===== config.mk =====
export PLATFORM = sky130hd
export DESIGN_NAME = mc_control_fsm_flat
export DESIGN_NICKNAME = d
export VERILOG_FILES = /design/src/rtl/mc_control_fsm_pkg.sv /design/src/rtl/mc_control_fsm_if.sv /design/src/rtl/mc_control_fsm_wait_timer.sv /design/src/rtl/mc_control_fsm.sv /design/src/flat_wrapper.sv
export SDC_FILE = /design/constraint.sdc
export NUM_CORES = 1
export LEC_CHECK = 0
export BUFFER_PORTS_ARGS = -buffer_cell sky130_fd_sc_hd__buf_4
export CAP_MARGIN = 20
export CORE_MARGIN = 2
export CORE_UTILIZATION = 59
export CTS_BUF_LIST = sky130_fd_sc_hd__clkbuf_16
export CTS_CLUSTER_DIAMETER = 60
export DETAILED_ROUTE_END_ITERATION = 10
export GPL_TIMING_DRIVEN = 0
export PLACE_DENSITY = 0.82
export SLEW_MARGIN = 15
export SYNTH_ARGS = -nofsm -noshare
export SYNTH_HDL_FRONTEND = slang
export SYNTH_SLANG_ARGS = --single-unit

===== constraint.sdc =====
create_clock -name clk -period 5.8 [get_ports clk]
set_clock_uncertainty 0.05 [all_clocks]
set_input_delay 1.45 -clock clk [delete_from_list [all_inputs] [get_ports clk]]
set_output_delay 1.45 -clock clk [all_outputs]
set_load 0.02 [all_outputs]

===== src/rtl/mc_control_fsm_pkg.sv =====
// Shared types, opcodes and control encodings for the multicycle controller.
package mc_ctrl_pkg;

  typedef enum logic [3:0] {
    FETCH, DECODE, MEMADR, MEMRD, MEMWB, MEMWR, RTYPEEX, RTYPEWB,
    BEQEX, BNEEX, IMMEX, IMMWB, JEX, JALEX, EXC
  } state_t;

  localparam logic [5:0] OP_RTYPE = 6'b000000;
  localparam logic [5:0] OP_J     = 6'b000010;
  localparam logic [5:0] OP_JAL   = 6'b000011;
  localparam logic [5:0] OP_BEQ   = 6'b000100;
  localparam logic [5:0] OP_BNE   = 6'b000101;
  localparam logic [5:0] OP_ADDI  = 6'b001000;
  localparam logic [5:0] OP_SLTI  = 6'b001010;
  localparam logic [5:0] OP_ANDI  = 6'b001100;
  localparam logic [5:0] OP_ORI   = 6'b001101;
  localparam logic [5:0] OP_XORI  = 6'b001110;
  localparam logic [5:0] OP_LB    = 6'b100000;
  localparam logic [5:0] OP_LH    = 6'b100001;
  localparam logic [5:0] OP_LW    = 6'b100011;
  localparam logic [5:0] OP_LBU   = 6'b100100;
  localparam logic [5:0] OP_LHU   = 6'b100101;
  localparam logic [5:0] OP_SB    = 6'b101000;
  localparam logic [5:0] OP_SH    = 6'b101001;
  localparam logic [5:0] OP_SW    = 6'b101011;

  typedef enum logic [2:0] {
    ALU_ADD, ALU_SUB, ALU_FUNCT, ALU_AND, ALU_OR, ALU_XOR, ALU_SLT
  } aluop_t;

  typedef enum logic [2:0] {
    SRCB_B, SRCB_FOUR, SRCB_SIMM, SRCB_SIMM_SH2, SRCB_ZIMM
  } alusrcb_t;

  typedef enum logic [1:0] {PC_ALURES, PC_ALUOUT, PC_JUMP, PC_EXCVEC} pcsrc_t;
  typedef enum logic [1:0] {WB_ALUOUT, WB_LOAD, WB_PC} wb_sel_t;
  typedef enum logic [1:0] {DST_RT, DST_RD, DST_R31} regdst_t;
  typedef enum logic [2:0] {LD_WORD, LD_BU, LD_B, LD_HU, LD_H} load_mode_t;
  typedef enum logic [1:0] {ST_WORD, ST_BYTE, ST_HALF} store_mode_t;
  typedef enum logic [1:0] {EXC_NONE, EXC_ILLEGAL, EXC_BUS_TIMEOUT} exc_code_t;

  // Per-state control word; fetch_en/wr_en are qualified by mem_ready at the port.
  typedef struct packed {
    logic        mem_req;
    logic        iord;
    logic        alusrca;
    logic        regwrite;
    logic        pcwrite;
    logic        branch;
    logic        bne;
    logic        epcwrite;
    logic        exc_valid;
    logic        fetch_en;
    logic        wr_en;
    alusrcb_t    alusrcb;
    aluop_t      aluop;
    pcsrc_t      pcsrc;
    wb_sel_t     memtoreg;
    regdst_t     regdst;
    load_mode_t  load_mode;
    store_mode_t store_mode;
  } ctrl_t;

  function automatic logic is_load(input logic [5:0] op);
    return (op == OP_LB) || (op == OP_LH) || (op == OP_LW) ||
           (op == OP_LBU) || (op == OP_LHU);
  endfunction

  function automatic logic is_store(input logic [5:0] op);
    return (op == OP_SB) || (op == OP_SH) || (op == OP_SW);
  endfunction

  function automatic load_mode_t load_mode_of(input logic [5:0] op);
    case (op)
      OP_LBU:  return LD_BU;
      OP_LB:   return LD_B;
      OP_LHU:  return LD_HU;
      OP_LH:   return LD_H;
      default: return LD_WORD;
    endcase
  endfunction

  function automatic store_mode_t store_mode_of(input logic [5:0] op);
    case (op)
      OP_SB:   return ST_BYTE;
      OP_SH:   return ST_HALF;
      default: return ST_WORD;
    endcase
  endfunction

  // Moore decode of the control word for a state; unlisted fields stay zero.
  function automatic ctrl_t ctrl_decode(input state_t s, input logic [5:0] op);
    ctrl_t c;
    c = '0;
    case (s)
      FETCH: begin
        c.mem_req  = 1'b1;
        c.fetch_en = 1'b1;
        c.alusrcb  = SRCB_FOUR;
      end
      DECODE:  c.alusrcb = SRCB_SIMM_SH2;
      MEMADR: begin
        c.alusrca = 1'b1;
        c.alusrcb = SRCB_SIMM;
      end
      MEMRD: begin
        c.mem_req   = 1'b1;
        c.iord      = 1'b1;
        c.load_mode = load_mode_of(op);
      end
      MEMWB: begin
        c.regwrite  = 1'b1;
        c.memtoreg  = WB_LOAD;
        c.load_mode = load_mode_of(op);
      end
      MEMWR: begin
        c.mem_req    = 1'b1;
        c.iord       = 1'b1;
        c.wr_en      = 1'b1;
        c.store_mode = store_mode_of(op);
      end
      RTYPEEX: begin
        c.alusrca = 1'b1;
        c.aluop   = ALU_FUNCT;
      end
      RTYPEWB: begin
        c.regwrite = 1'b1;
        c.regdst   = DST_RD;
      end
      BEQEX, BNEEX: begin
        c.alusrca = 1'b1;
        c.aluop   = ALU_SUB;
        c.pcsrc   = PC_ALUOUT;
        c.branch  = (s == BEQEX);
        c.bne     = (s == BNEEX);
      end
      IMMEX: begin
        c.alusrca = 1'b1;
        case (op)
          OP_ADDI: begin c.alusrcb = SRCB_SIMM; c.aluop = ALU_ADD; end
          OP_SLTI: begin c.alusrcb = SRCB_SIMM; c.aluop = ALU_SLT; end
          OP_ANDI: begin c.alusrcb = SRCB_ZIMM; c.aluop = ALU_AND; end
          OP_ORI:  begin c.alusrcb = SRCB_ZIMM; c.aluop = ALU_OR;  end
          OP_XORI: begin c.alusrcb = SRCB_ZIMM; c.aluop = ALU_XOR; end
          default: c.alusrcb = SRCB_B;
        endcase
      end
      IMMWB:   c.regwrite = 1'b1;
      JEX: begin
        c.pcwrite = 1'b1;
        c.pcsrc   = PC_JUMP;
      end
      JALEX: begin
        c.pcwrite  = 1'b1;
        c.pcsrc    = PC_JUMP;
        c.regwrite = 1'b1;
        c.regdst   = DST_R31;
        c.memtoreg = WB_PC;
      end
      EXC: begin
        c.exc_valid = 1'b1;
        c.epcwrite  = 1'b1;
        c.pcwrite   = 1'b1;
        c.pcsrc     = PC_EXCVEC;
      end
      default: c = '0;
    endcase
    return c;
  endfunction

endpackage


===== src/rtl/mc_control_fsm_if.sv =====
// Controller <-> datapath/memory signal bundle.
interface mc_control_fsm_if;
  logic [5:0] op;
  logic       mem_ready;
  logic       mem_req;
  logic       pcwrite;
  logic       memwrite;
  logic       irwrite;
  logic       regwrite;
  logic       alusrca;
  logic       branch;
  logic       bne;
  logic       iord;
  logic [1:0] memtoreg;
  logic [1:0] regdst;
  logic [2:0] alusrcb;
  logic [1:0] pcsrc;
  logic [2:0] aluop;
  logic [2:0] load_mode;
  logic [1:0] store_mode;
  logic       epcwrite;
  logic       exc_valid;
  logic [1:0] exc_code;

  modport master (
    input  op, mem_ready,
    output mem_req, pcwrite, memwrite, irwrite, regwrite, alusrca, branch,
           bne, iord, memtoreg, regdst, alusrcb, pcsrc, aluop, load_mode,
           store_mode, epcwrite, exc_valid, exc_code
  );

  modport slave (
    output op, mem_ready,
    input  mem_req, pcwrite, memwrite, irwrite, regwrite, alusrca, branch,
           bne, iord, memtoreg, regdst, alusrcb, pcsrc, aluop, load_mode,
           store_mode, epcwrite, exc_valid, exc_code
  );
endinterface


===== src/rtl/mc_control_fsm_wait_timer.sv =====
// Memory wait counter with timeout compare; TIMEOUT of 0 never expires.
module mc_wait_timer #(
  parameter int unsigned TIMEOUT = 15,
  parameter int unsigned TO_W    = 4
) (
  input  logic clk,
  input  logic reset,
  input  logic clear,
  input  logic inc,
  output logic expired
);

  localparam logic [TO_W-1:0] LIMIT = (TIMEOUT == 0) ? '0 : TO_W'(TIMEOUT - 1);

  logic [TO_W-1:0] cnt;

  // Count stalled wait cycles; any state change restarts the count.
  always_ff @(posedge clk or posedge reset) begin
    if (reset)      cnt <= '0;
    else if (clear) cnt <= '0;
    else if (inc)   cnt <= cnt + 1'b1;
  end

  assign expired = (TIMEOUT != 0) && (cnt == LIMIT);

endmodule


===== src/rtl/mc_control_fsm.sv =====
// Multicycle MIPS-style control FSM with memory wait timeout and exceptions.
module mc_control_fsm
  import mc_ctrl_pkg::*;
#(
  parameter int unsigned TIMEOUT = 15,
  parameter int unsigned TO_W    = 4
) (
  input logic              clk,
  input logic              reset,
  mc_control_fsm_if.master bus
);

  state_t    state, state_n;
  ctrl_t     ctrl_q;
  exc_code_t exc_code_q, exc_code_n;
  logic      waiting;
  logic      expired;
  logic      live;

  assign waiting = (state == FETCH) || (state == MEMRD) || (state == MEMWR);

  mc_wait_timer #(
    .TIMEOUT(TIMEOUT),
    .TO_W   (TO_W)
  ) u_wait_timer (
    .clk    (clk),
    .reset  (reset),
    .clear  (state_n != state),
    .inc    (waiting && !bus.mem_ready),
    .expired(expired)
  );

  // Next-state selection; mem_ready is tested before the timeout so it wins.
  always_comb begin
    state_n    = state;
    exc_code_n = EXC_NONE;
    case (state)
      FETCH: begin
        if (bus.mem_ready) state_n = DECODE;
        else if (expired) begin
          state_n    = EXC;
          exc_code_n = EXC_BUS_TIMEOUT;
        end
      end
      DECODE: begin
        if (is_load(bus.op) || is_store(bus.op)) state_n = MEMADR;
        else begin
          case (bus.op)
            OP_RTYPE: state_n = RTYPEEX;
            OP_BEQ:   state_n = BEQEX;
            OP_BNE:   state_n = BNEEX;
            OP_ADDI, OP_SLTI, OP_ANDI, OP_ORI, OP_XORI: state_n = IMMEX;
            OP_J:     state_n = JEX;
            OP_JAL:   state_n = JALEX;
            default: begin
              state_n    = EXC;
              exc_code_n = EXC_ILLEGAL;
            end
          endcase
        end
      end
      MEMADR:  state_n = is_load(bus.op) ? MEMRD : MEMWR;
      MEMRD: begin
        if (bus.mem_ready) state_n = MEMWB;
        else if (expired) begin
          state_n    = EXC;
          exc_code_n = EXC_BUS_TIMEOUT;
        end
      end
      MEMWR: begin
        if (bus.mem_ready) state_n = FETCH;
        else if (expired) begin
          state_n    = EXC;
          exc_code_n = EXC_BUS_TIMEOUT;
        end
      end
      RTYPEEX: state_n = RTYPEWB;
      IMMEX:   state_n = IMMWB;
      MEMWB, RTYPEWB, BEQEX, BNEEX, IMMWB, JEX, JALEX, EXC: state_n = FETCH;
      default: state_n = FETCH;
    endcase
  end

  // State, control word and exception code registered together on each edge.
  always_ff @(posedge clk or posedge reset) begin
    if (reset) begin
      state      <= FETCH;
      ctrl_q     <= ctrl_decode(FETCH, 6'b000000);
      exc_code_q <= EXC_NONE;
    end else begin
      state      <= state_n;
      ctrl_q     <= ctrl_decode(state_n, bus.op);
      exc_code_q <= exc_code_n;
    end
  end

  // The control word is registered, but irwrite/pcwrite/memwrite must fire in
  // the very cycle memory completes, so those keep a final AND with mem_ready.
  // The word resets to FETCH values so the first cycle after release requests;
  // strobes and mem_req are masked while reset is held.
  assign live = !reset;

  assign bus.mem_req    = ctrl_q.mem_req & live;
  assign bus.irwrite    = ctrl_q.fetch_en & bus.mem_ready & live;
  assign bus.pcwrite    = (ctrl_q.pcwrite | (ctrl_q.fetch_en & bus.mem_ready)) & live;
  assign bus.memwrite   = ctrl_q.wr_en & bus.mem_ready & live;
  assign bus.regwrite   = ctrl_q.regwrite & live;
  assign bus.branch     = ctrl_q.branch & live;
  assign bus.bne        = ctrl_q.bne & live;
  assign bus.epcwrite   = ctrl_q.epcwrite & live;
  assign bus.exc_valid  = ctrl_q.exc_valid & live;
  assign bus.iord       = ctrl_q.iord;
  assign bus.alusrca    = ctrl_q.alusrca;
  assign bus.alusrcb    = ctrl_q.alusrcb;
  assign bus.aluop      = ctrl_q.aluop;
  assign bus.pcsrc      = ctrl_q.pcsrc;
  assign bus.memtoreg   = ctrl_q.memtoreg;
  assign bus.regdst     = ctrl_q.regdst;
  assign bus.load_mode  = ctrl_q.load_mode;
  assign bus.store_mode = ctrl_q.store_mode;
  assign bus.exc_code   = exc_code_q;

endmodule


===== src/flat_wrapper.sv =====
// flat-port wrapper written by rule: the top's interface ports become plain ports
module mc_control_fsm_flat import mc_ctrl_pkg::*;
#(
  parameter int unsigned TIMEOUT = 15,
  parameter int unsigned TO_W    = 4
)
  (clk, reset, bus_op, bus_mem_ready, bus_mem_req, bus_pcwrite, bus_memwrite, bus_irwrite, bus_regwrite, bus_alusrca, bus_branch, bus_bne, bus_iord, bus_memtoreg, bus_regdst, bus_alusrcb, bus_pcsrc, bus_aluop, bus_load_mode, bus_store_mode, bus_epcwrite, bus_exc_valid, bus_exc_code);
  mc_control_fsm_if bus_i ();
  input logic clk;
  input logic reset;
  input wire logic [$bits(bus_i.op)-1:0] bus_op;
  input wire logic [$bits(bus_i.mem_ready)-1:0] bus_mem_ready;
  output wire logic [$bits(bus_i.mem_req)-1:0] bus_mem_req;
  output wire logic [$bits(bus_i.pcwrite)-1:0] bus_pcwrite;
  output wire logic [$bits(bus_i.memwrite)-1:0] bus_memwrite;
  output wire logic [$bits(bus_i.irwrite)-1:0] bus_irwrite;
  output wire logic [$bits(bus_i.regwrite)-1:0] bus_regwrite;
  output wire logic [$bits(bus_i.alusrca)-1:0] bus_alusrca;
  output wire logic [$bits(bus_i.branch)-1:0] bus_branch;
  output wire logic [$bits(bus_i.bne)-1:0] bus_bne;
  output wire logic [$bits(bus_i.iord)-1:0] bus_iord;
  output wire logic [$bits(bus_i.memtoreg)-1:0] bus_memtoreg;
  output wire logic [$bits(bus_i.regdst)-1:0] bus_regdst;
  output wire logic [$bits(bus_i.alusrcb)-1:0] bus_alusrcb;
  output wire logic [$bits(bus_i.pcsrc)-1:0] bus_pcsrc;
  output wire logic [$bits(bus_i.aluop)-1:0] bus_aluop;
  output wire logic [$bits(bus_i.load_mode)-1:0] bus_load_mode;
  output wire logic [$bits(bus_i.store_mode)-1:0] bus_store_mode;
  output wire logic [$bits(bus_i.epcwrite)-1:0] bus_epcwrite;
  output wire logic [$bits(bus_i.exc_valid)-1:0] bus_exc_valid;
  output wire logic [$bits(bus_i.exc_code)-1:0] bus_exc_code;
  assign bus_i.op = bus_op;
  assign bus_i.mem_ready = bus_mem_ready;
  assign bus_mem_req = bus_i.mem_req;
  assign bus_pcwrite = bus_i.pcwrite;
  assign bus_memwrite = bus_i.memwrite;
  assign bus_irwrite = bus_i.irwrite;
  assign bus_regwrite = bus_i.regwrite;
  assign bus_alusrca = bus_i.alusrca;
  assign bus_branch = bus_i.branch;
  assign bus_bne = bus_i.bne;
  assign bus_iord = bus_i.iord;
  assign bus_memtoreg = bus_i.memtoreg;
  assign bus_regdst = bus_i.regdst;
  assign bus_alusrcb = bus_i.alusrcb;
  assign bus_pcsrc = bus_i.pcsrc;
  assign bus_aluop = bus_i.aluop;
  assign bus_load_mode = bus_i.load_mode;
  assign bus_store_mode = bus_i.store_mode;
  assign bus_epcwrite = bus_i.epcwrite;
  assign bus_exc_valid = bus_i.exc_valid;
  assign bus_exc_code = bus_i.exc_code;
  mc_control_fsm #(.TIMEOUT(TIMEOUT), .TO_W(TO_W)) u_core (.clk(clk), .reset(reset), .bus(bus_i));
endmodule

==> results of run 1 <==
-- area by class of cell --
type / count / area (µm²)
Sequential cell: 37 / 930
Multi-Input combinational cell: 136 / 896
Fill cell: 260 / 792
Timing Repair Buffer: 35 / 263
Buffer: 30 / 199
Clock buffer: 5 / 125
Tap cell: 46 / 57.6
Clock inverter: 3 / 41.3
Inverter: 9 / 33.8
-- cell families after synthesis --
group	after synthesis	synth area share [%]
and+or+nand+nor	85	23.6
adders and majority gates	2	1.22
xor gates and xnor gates	9	3.83
buffers and inverters	39	11.3
muxes	1	0.486
DFF	37	45.2
AOI/OAI and AO/OA	39	14.3
-- worst min-delay path: stages, from the launching register on --
cell and delay [ns]:
sky130_fd_sc_hd__dfrtp_1 0.35, sky130_fd_sc_hd__xor2_1 0.15, sky130_fd_sc_hd__nor4_1 0.06
-- synthesized netlist by cell type (all sizes together) --
master and count:
o21ai 5, nand2b 7, o32ai 2, xnor2 5, o2111a 1, nor4 10
and3 6, o211ai 2, nand4 2, o22ai 2, ha 2, nand2 10
a211oi 6, o22a 1, or3 2, buf 26, and2 4, nand3 3
a21o 2, nor4b 1, dfrtp 34, nor2b 7, a2111oi 3, inv 9
or4 3, a21oi 8, or3b 1, a22oi 1, clkbuf 4, dfstp 3
a31o 1, nor3 7, xor2 4, or4b 1, nor3b 2, mux2i 1
a31oi 1, a2bb2oi 1, nor2 19, o31ai 3
-- flip-flops by register name, indices dropped and copies added (netlist names), 2 cells and up --
name / flops
u_core.bus.alusrcb: 3
u_core.bus.aluop: 3
u_core.bus.exc_code: 2
u_core.u_wait_timer.cnt: 4
u_core.bus.store_mode: 2
u_core.state: 4
u_core.ctrl_q: 8
u_core.bus.memtoreg: 2
u_core.bus.regdst: 2
u_core.bus.pcsrc: 2
u_core.bus.load_mode: 3
-- worst min-delay path by stage --
| stage | startpoint | endpoint | slack (ns) |
|---|---|---|---|
| final | u_core.u_wait_timer.cnt[3] | u_core.u_wait_timer.cnt[3] | 0.55 |
| after global routing | u_core.u_wait_timer.cnt[2] | u_core.u_wait_timer.cnt[2] | 0.60 |
| after CTS | u_core.u_wait_timer.cnt[3] | u_core.u_wait_timer.cnt[3] | 0.56 |
| after detailed placement | u_core.u_wait_timer.cnt[3] | u_core.u_wait_timer.cnt[3] | 0.54 |
| after global placement | u_core.u_wait_timer.cnt[3] | u_core.u_wait_timer.cnt[3] | 0.55 |
| after floorplan | u_core.u_wait_timer.cnt[3] | u_core.u_wait_timer.cnt[3] | 0.50 |
-- per-stage QoR --
step,power [mW],hold slack [ns],std cells
final,1.22,0.553,301
after global routing,1.30,0.603,301
after CTS,1.23,0.561,301
after detailed placement,0.921,0.541,293
after global placement,0.911,0.550,293
after floorplan,0.775,0.501,212
-- report_power, final --
group	switching, mW	internal, mW	total (mW)
clock network	0.0968	0.201	0.298
registers	0.0234	0.325	0.348
logic	0.356	0.221	0.578
total	0.477	0.747	1.22
-- metal layers --
layer | wire length (µm) | vias to the layer above | global-route usage (%)
met5 | 0 | - | 0
met4 | 51 | 0 | 7.78
met3 | 212 | 5 | 5.18
met2 | 1980 | 48 | 35.4
met1 | 1760 | 797 | 29.8
li1 | - | 825 | -
==> impl_summary.log, run 1 <==
[metrics] GRT Overall Usage: 22.2%
[metrics] PortBufs: 35
[metrics] cell types occupying the most area after synthesis: sky130_fd_sc_hd__dfrtp_1, sky130_fd_sc_hd__buf_4, sky130_fd_sc_hd__dfstp_2, sky130_fd_sc_hd__nor2_1, sky130_fd_sc_hd__nor4_1
[metrics] worst-skew pair later-pin latency: 0.28 ns
[metrics] wire length of the first global-routing pass: 6860 µm
[metrics] upper clock frequency limit: around 240 MHz
[metrics] total number of cells along the worst setup path: 5
[metrics] Crit path top cell by count: sky130_fd_sc_hd__buf_4
[metrics] I/O pin total: 39
[metrics] run status: finished, final reports clean
[metrics] final hold violations: 0
[metrics] Final setup violation count: 0
[metrics] CTS Root Buffer Type: sky130_fd_sc_hd__clkbuf_16
[metrics] Routed WL per cell: around 13 µm
[metrics] area growth from synthesis to final layout: 23.6%
[metrics] Tightest Hold Check Type: reg -> reg
[metrics] clock-pin slew reported for the worst setup and hold paths after clock tree synthesis: 0.05 ns
[metrics] vias in the first global route: 1458
[metrics] CTS tree: yes
[metrics] clock buffer count from CTS: 5
[metrics] Post-Syn Area per Cell: 9.71 µm²
[metrics] cell family with most CP delay: buffers and inverters
[metrics] static leakage: roughly 1.2 nW
[metrics] post-synthesis instance area: 2060 µm²
[metrics] startpoint of the most critical setup path: reset
[metrics] Critical Path Sink: bus_pcwrite
[metrics] CP Capture Type: primary output
[metrics] RR Endpoint: u_core.bus.load_mode[2]
[metrics] flop2flop setup slack: 3.24 ns
[metrics] Synth cell types: between 50 and 60
[metrics] leading cell type in the layout, fill and taps excluded: sky130_fd_sc_hd__buf_4
[metrics] Crit path required time: 4.30 ns
[metrics] #FFs+latches synth: 37
[metrics] clock tree sinks: 37
[metrics] placement-stage worst setup slack: about 1.6 ns
[metrics] core footprint: around 3300 µm²
[metrics] top cell type's share of synthesized area: 41.3%
[metrics] Post-Synthesis Cells: 212
[metrics] Synth warnings: 0
[metrics] Cell Rows: 21
[metrics] standard cell with the maximum stage delay on the critical path: sky130_fd_sc_hd__inv_2
[metrics] delay of the slowest cell on the worst path: around 0.56 ns
[metrics] overall die height: roughly 63 µm
[metrics] Reg2Reg Launch Point: u_core.state[1]
[metrics] deepest level of the CTS H-tree: 2
[metrics] final worst setup slack: ~1.6 ns
[metrics] Hold Crit Depth: 2
[metrics] via count: around 1700
[metrics] die footprint: just under 4000 µm²
[metrics] residual DRC count: 0
[metrics] crit path cell chain: buf_4 -> inv_2 -> and3_1 -> a21o_1 -> buf_4
[metrics] worst-case headroom to the max-slew limit: 49.2%
[metrics] antenna violations before repair: 0
[metrics] sequential fraction of the synthesis area: around 45%
[metrics] starting density of the core: 61.7%
[metrics] pin count of the biggest net entering global routing: 41
[metrics] cell depth of the worst flop-to-flop path: 8
[metrics] cts-stage hold buffer count: 0
[metrics] maximum resistive drop on vdd: about 0.24 mV
[metrics] type of origin of the critical path: input pin
[metrics] final critical delay including setup and external delays: around 4.2 ns
[metrics] Post-CTS Setup Inserts: 0
[metrics] max-capacitance violation count: 0
[metrics] worst path buffer plus inverter count: 3
[metrics] Max Slew Vio Count: 0
[metrics] post-detailed-route via-to-cell ratio: ~5.6
[metrics] net count after synthesis: 223
[metrics] count of routing violations after the opening detailed-route iteration: 46
[metrics] total congestion overflow: 0
[metrics] biggest area consumer among synthesized cells: sky130_fd_sc_hd__dfrtp_1
[metrics] post-detailed-placement cell area: ~2400 µm²
[metrics] transition time of the tightest slew-check pin: 0.760 ns
[metrics] number of antenna cells inserted: 0
[metrics] Final Util: between 70% and 80%
[metrics] Final #Nets: roughly 270
[metrics] remaining antenna violation count after routing: 0
[metrics] type of the worst setup path: in -> out
[metrics] peak fanout along the critical path: 40
[metrics] crit path DAT: 2.66 ns
[metrics] finished layout cell area: 2540 µm²
[metrics] GPL Wtd Cong: ~0.83
[metrics] Total Negative Setup Slacks: 0 ns
[metrics] post-route clock period utilization: 71.7%
[metrics] number of iterations in the first detailed-routing pass: 5
[metrics] Final Routed Wirelength: 4000 µm
[metrics] Die Width: 63.1 µm
[metrics] setup repair after global routing missed its margin: false
[metrics] Resized Gates After CTS: 0
[metrics] most frequent cells in the layout: sky130_fd_sc_hd__buf_4, sky130_fd_sc_hd__dfrtp_1, sky130_fd_sc_hd__nor2_1
[metrics] Post-DP HPWL: 2870 µm
[metrics] fraction of layout cells with a size suffix above 1: 32.5%
[metrics] P per Cell Area: 481 nW/µm²
[metrics] deepest clock path buffer count: 2
Power figures use the tool's default switching activity.
==> run 2, diff against run 1 <==
CORE_UTILIZATION = 50   (was 59)
PLACE_DENSITY = 0.74   (was 0.82)
clock period = 3.4 ns   (was 5.8 ns; I/O delays follow)
==> run 2 against run 1 <==
Against the previous run:
- critical path depth unchanged
- via count down 1.7%
- register-to-register slack lost 2.4 ns
- cell count grew 1.3%
- flip-flop and latch count unchanged
- sequential power is 71% higher
- die area grew 17%
- critical endpoint unchanged
- power grew 78%
- first-iteration DRC count is 35% higher
==> impl_summary.log, run 2 (same netlist as run 1, synthesis figures left out) <==
[metrics] worst-case headroom to the max-slew limit: 49.7% (+0.41 points)
[metrics] CTS Root Buffer Type: sky130_fd_sc_hd__clkbuf_16
[metrics] upper clock frequency limit: 337 MHz
[metrics] starting density of the core: 51.8% (-9.9 points)
[metrics] type of the worst setup path: in -> out
[metrics] number of iterations in the first detailed-routing pass: 4 (-1)
[metrics] worst path buffer plus inverter count: 3 (unchanged)
[metrics] peak fanout along the critical path: 40 (unchanged)
[metrics] FILL cells: 340 (+31%)
[metrics] static leakage: 1.24 nW (+1.4%)
[metrics] pin count of the biggest net entering global routing: 41 (unchanged)
[metrics] crit path cell chain: buf_4 -> inv_2 -> and3_1 -> a21o_1 -> buf_4
[metrics] deepest clock path buffer count: 2 (unchanged)
[metrics] final hold violations: 0 (unchanged)
[metrics] GPL Wtd Cong: 0.839 (+0.66%)
[metrics] Hold Crit Depth: 2 (unchanged)
[metrics] Cell Rows: 23 (+9.5%)
[metrics] Final setup violation count: 0 (unchanged)
[metrics] clock-pin slew reported for the worst setup and hold paths after clock tree synthesis: 0.06 ns (about the same)
[metrics] maximum resistive drop on vdd: 0.387 mV (+62%)
[metrics] Post-CTS Setup Inserts: 0 (unchanged)
[metrics] Final #Nets: 265 (unchanged)
[metrics] placement-stage worst setup slack: 0.314 ns (-1.29 ns)
[metrics] Routed WL per cell: 13.8 µm (+3.8%)
[metrics] # placed instances: 297 (+1.4%)
[metrics] final critical delay including setup and external delays: 2.97 ns
[metrics] Tightest Hold Check Type: reg -> reg
[metrics] flip-flop count of the largest register after layout: 8 (unchanged)
[metrics] area growth from synthesis to final layout: 25.2%
[metrics] cell family with most CP delay: buffers and inverters
[metrics] remaining antenna violation count after routing: 0 (unchanged)
[metrics] number of antenna cells inserted: 0 (unchanged)
[metrics] die footprint: 4650 µm² (+17%)
[metrics] clock buffer count from CTS: 5 (unchanged)
[metrics] worst hold slack: 0.564 ns (+0.0112 ns)
[metrics] fraction of layout cells with a size suffix above 1: 32.9% (+0.39 points)
[metrics] CTS tree: yes
[metrics] P per Cell Area: 847 nW/µm² (+76%)
[metrics] count of routing violations after the opening detailed-route iteration: 62 (+35%)
[metrics] vias in the first global route: 1595 (+9.4%)
[metrics] biggest regs: u_core.ctrl_q x8, u_core.state x4, u_core.u_wait_timer.cnt x4
[metrics] Crit path required time: 2.50 ns (-1.80 ns)
[metrics] PortBufs: 35 (unchanged)
[metrics] most frequent cells in the layout: sky130_fd_sc_hd__buf_4, sky130_fd_sc_hd__dfrtp_1, sky130_fd_sc_hd__nor2_1
[metrics] standard cell with the maximum stage delay on the critical path: sky130_fd_sc_hd__inv_2
[metrics] final worst setup slack: 0.430 ns (-1.21 ns)
[metrics] Post-DP HPWL: 3040 µm (+5.8%)
[metrics] worst-skew pair later-pin latency: 0.29 ns (about the same)
[metrics] wire length of the first global-routing pass: 7130 µm (+3.9%)
[metrics] core footprint: 3970 µm² (+19%)
[metrics] post-route clock period utilization: 87.4%
[metrics] type of origin of the critical path: input pin
[metrics] antenna violations before repair: 0 (unchanged)
[metrics] total number of cells along the worst setup path: 5 (unchanged)
[metrics] Max Slew Vio Count: 0 (unchanged)
[metrics] deepest level of the CTS H-tree: 2 (unchanged)
[metrics] run status: finished, final reports clean
[metrics] max-capacitance violation count: 0 (unchanged)
[metrics] total congestion overflow: 0 (unchanged)
[metrics] clock tree sinks: 37 (unchanged)
[metrics] Finished Layout Cells: 305 (+1.3%)
[metrics] setup repair after global routing missed its margin: false
[metrics] post-detailed-route via-to-cell ratio: 5.40 (-3.0%)
[metrics] Crit path top cell by count: sky130_fd_sc_hd__buf_4
[metrics] leading cell type in the layout, fill and taps excluded: sky130_fd_sc_hd__buf_4
[metrics] crit path DAT: 2.07 ns (-0.59 ns)
[metrics] CP Capture Type: primary output
[metrics] cell depth of the worst flop-to-flop path: 8 (unchanged)
[metrics] Resized Gates After CTS: 0 (unchanged)
[metrics] transition time of the tightest slew-check pin: 0.754 ns (-0.00618 ns)
[metrics] GRT Overall Usage: 20.5% (-1.6 points)
[metrics] Final Routed Wirelength: 4210 µm (+5.2%)
[metrics] largest register by flop count: u_core.ctrl_q
[metrics] cts-stage hold buffer count: 0 (unchanged)
[metrics] delay of the slowest cell on the worst path: 0.55 ns (about the same)
[metrics] via count: 1646 (-1.7%)
[metrics] Die Width: 68.2 µm (+8.1%)
[metrics] overall die height: 68.2 µm (+8.1%)
[metrics] residual DRC count: 0 (unchanged)
[metrics] I/O pin total: 39 (unchanged)
==> run 2: cell types whose count changed in the layout (fill, tap and decap cells not counted) <==
cell,before,now
sky130_fd_sc_hd__bufinv_16,1,2
sky130_fd_sc_hd__clkinv_1,1,0
sky130_fd_sc_hd__clkinvlp_4,1,0
sky130_fd_sc_hd__inv_6,0,1
==> run 2: path summary, 6_finish.rpt <==
kind | startpoint | to | slack (ns)
setup / recovery | reset | bus_pcwrite | 0.43
hold reg to reg | u_core.u_wait_timer.cnt[3] | u_core.u_wait_timer.cnt[3] | 0.56
setup reg to reg | u_core.state[1] | u_core.bus.load_mode[2] | 0.82
hold / removal | u_core.u_wait_timer.cnt[3] | u_core.u_wait_timer.cnt[3] | 0.56
max in group asynchronous | reset | u_core.bus.load_mode[2] | 2.13
min in group asynchronous | reset | u_core.state[0] | 0.69
==> run 2: stage by stage <==
| step | instance area (µm²) | power [mW] | setup TNS [ns] | utilization (%) |
|---|---|---|---|---|
| final | 2580 | 2.18 | 0 | 64.9 |
| after global routing | 2580 | 2.32 | 0 | 64.9 |
| after CTS | 2580 | 2.19 | 0 | 64.9 |
| after detailed placement | 2380 | 1.58 | 0 | 60.0 |
| after global placement | 2380 | 1.56 | -0.145 | 60.0 |
| after floorplan | 2060 | 1.32 | 0 | - |
==> run 2: per-layer routing <==
| metal | GRT usage (%) | wire length (µm) | up-vias |
|---|---|---|---|
| met1 | 25.4 | 1800 | 786 |
| met5 | 0 | 0 | - |
| met4 | 6.75 | 63 | 0 |
| met2 | 35.4 | 2150 | 36 |
| met3 | 4.61 | 195 | 7 |
| li1 | - | - | 817 |
==> run 2: layout make-up <==
type | instances | area (µm²) | area share, %
multi-input combinational | 136 | 896 | 34.8
inverter | 9 | 33.8 | 1.31
timing repair buffer | 35 | 263 | 10.2
sequential | 37 | 930 | 36.1
clock buffer | 5 | 125 | 4.85
tap | 50 | 62.6 | 2.43
buffer | 30 | 199 | 7.72
clock inverter | 3 | 68.8 | 2.67
==> run 2: power by group <==
| part | switching [mW] | leakage, nW | internal (mW) |
|---|---|---|---|
| sequential | 0.0393 | 0.495 | 0.554 |
| combinational | 0.606 | 0.649 | 0.378 |
| clock | 0.184 | 0.0944 | 0.423 |
==> run 2: worst reg2reg max path: stages (launching register included) <==
cell and delay (ns):
sky130_fd_sc_hd__dfrtp_1 0.40, sky130_fd_sc_hd__buf_2 0.19, sky130_fd_sc_hd__nor4b_2 0.37, sky130_fd_sc_hd__o31ai_1 0.21, sky130_fd_sc_hd__a21o_1 0.21, sky130_fd_sc_hd__o211ai_1 0.29
sky130_fd_sc_hd__buf_2 0.33, sky130_fd_sc_hd__nand3_1 0.17, sky130_fd_sc_hd__a211oi_1 0.27
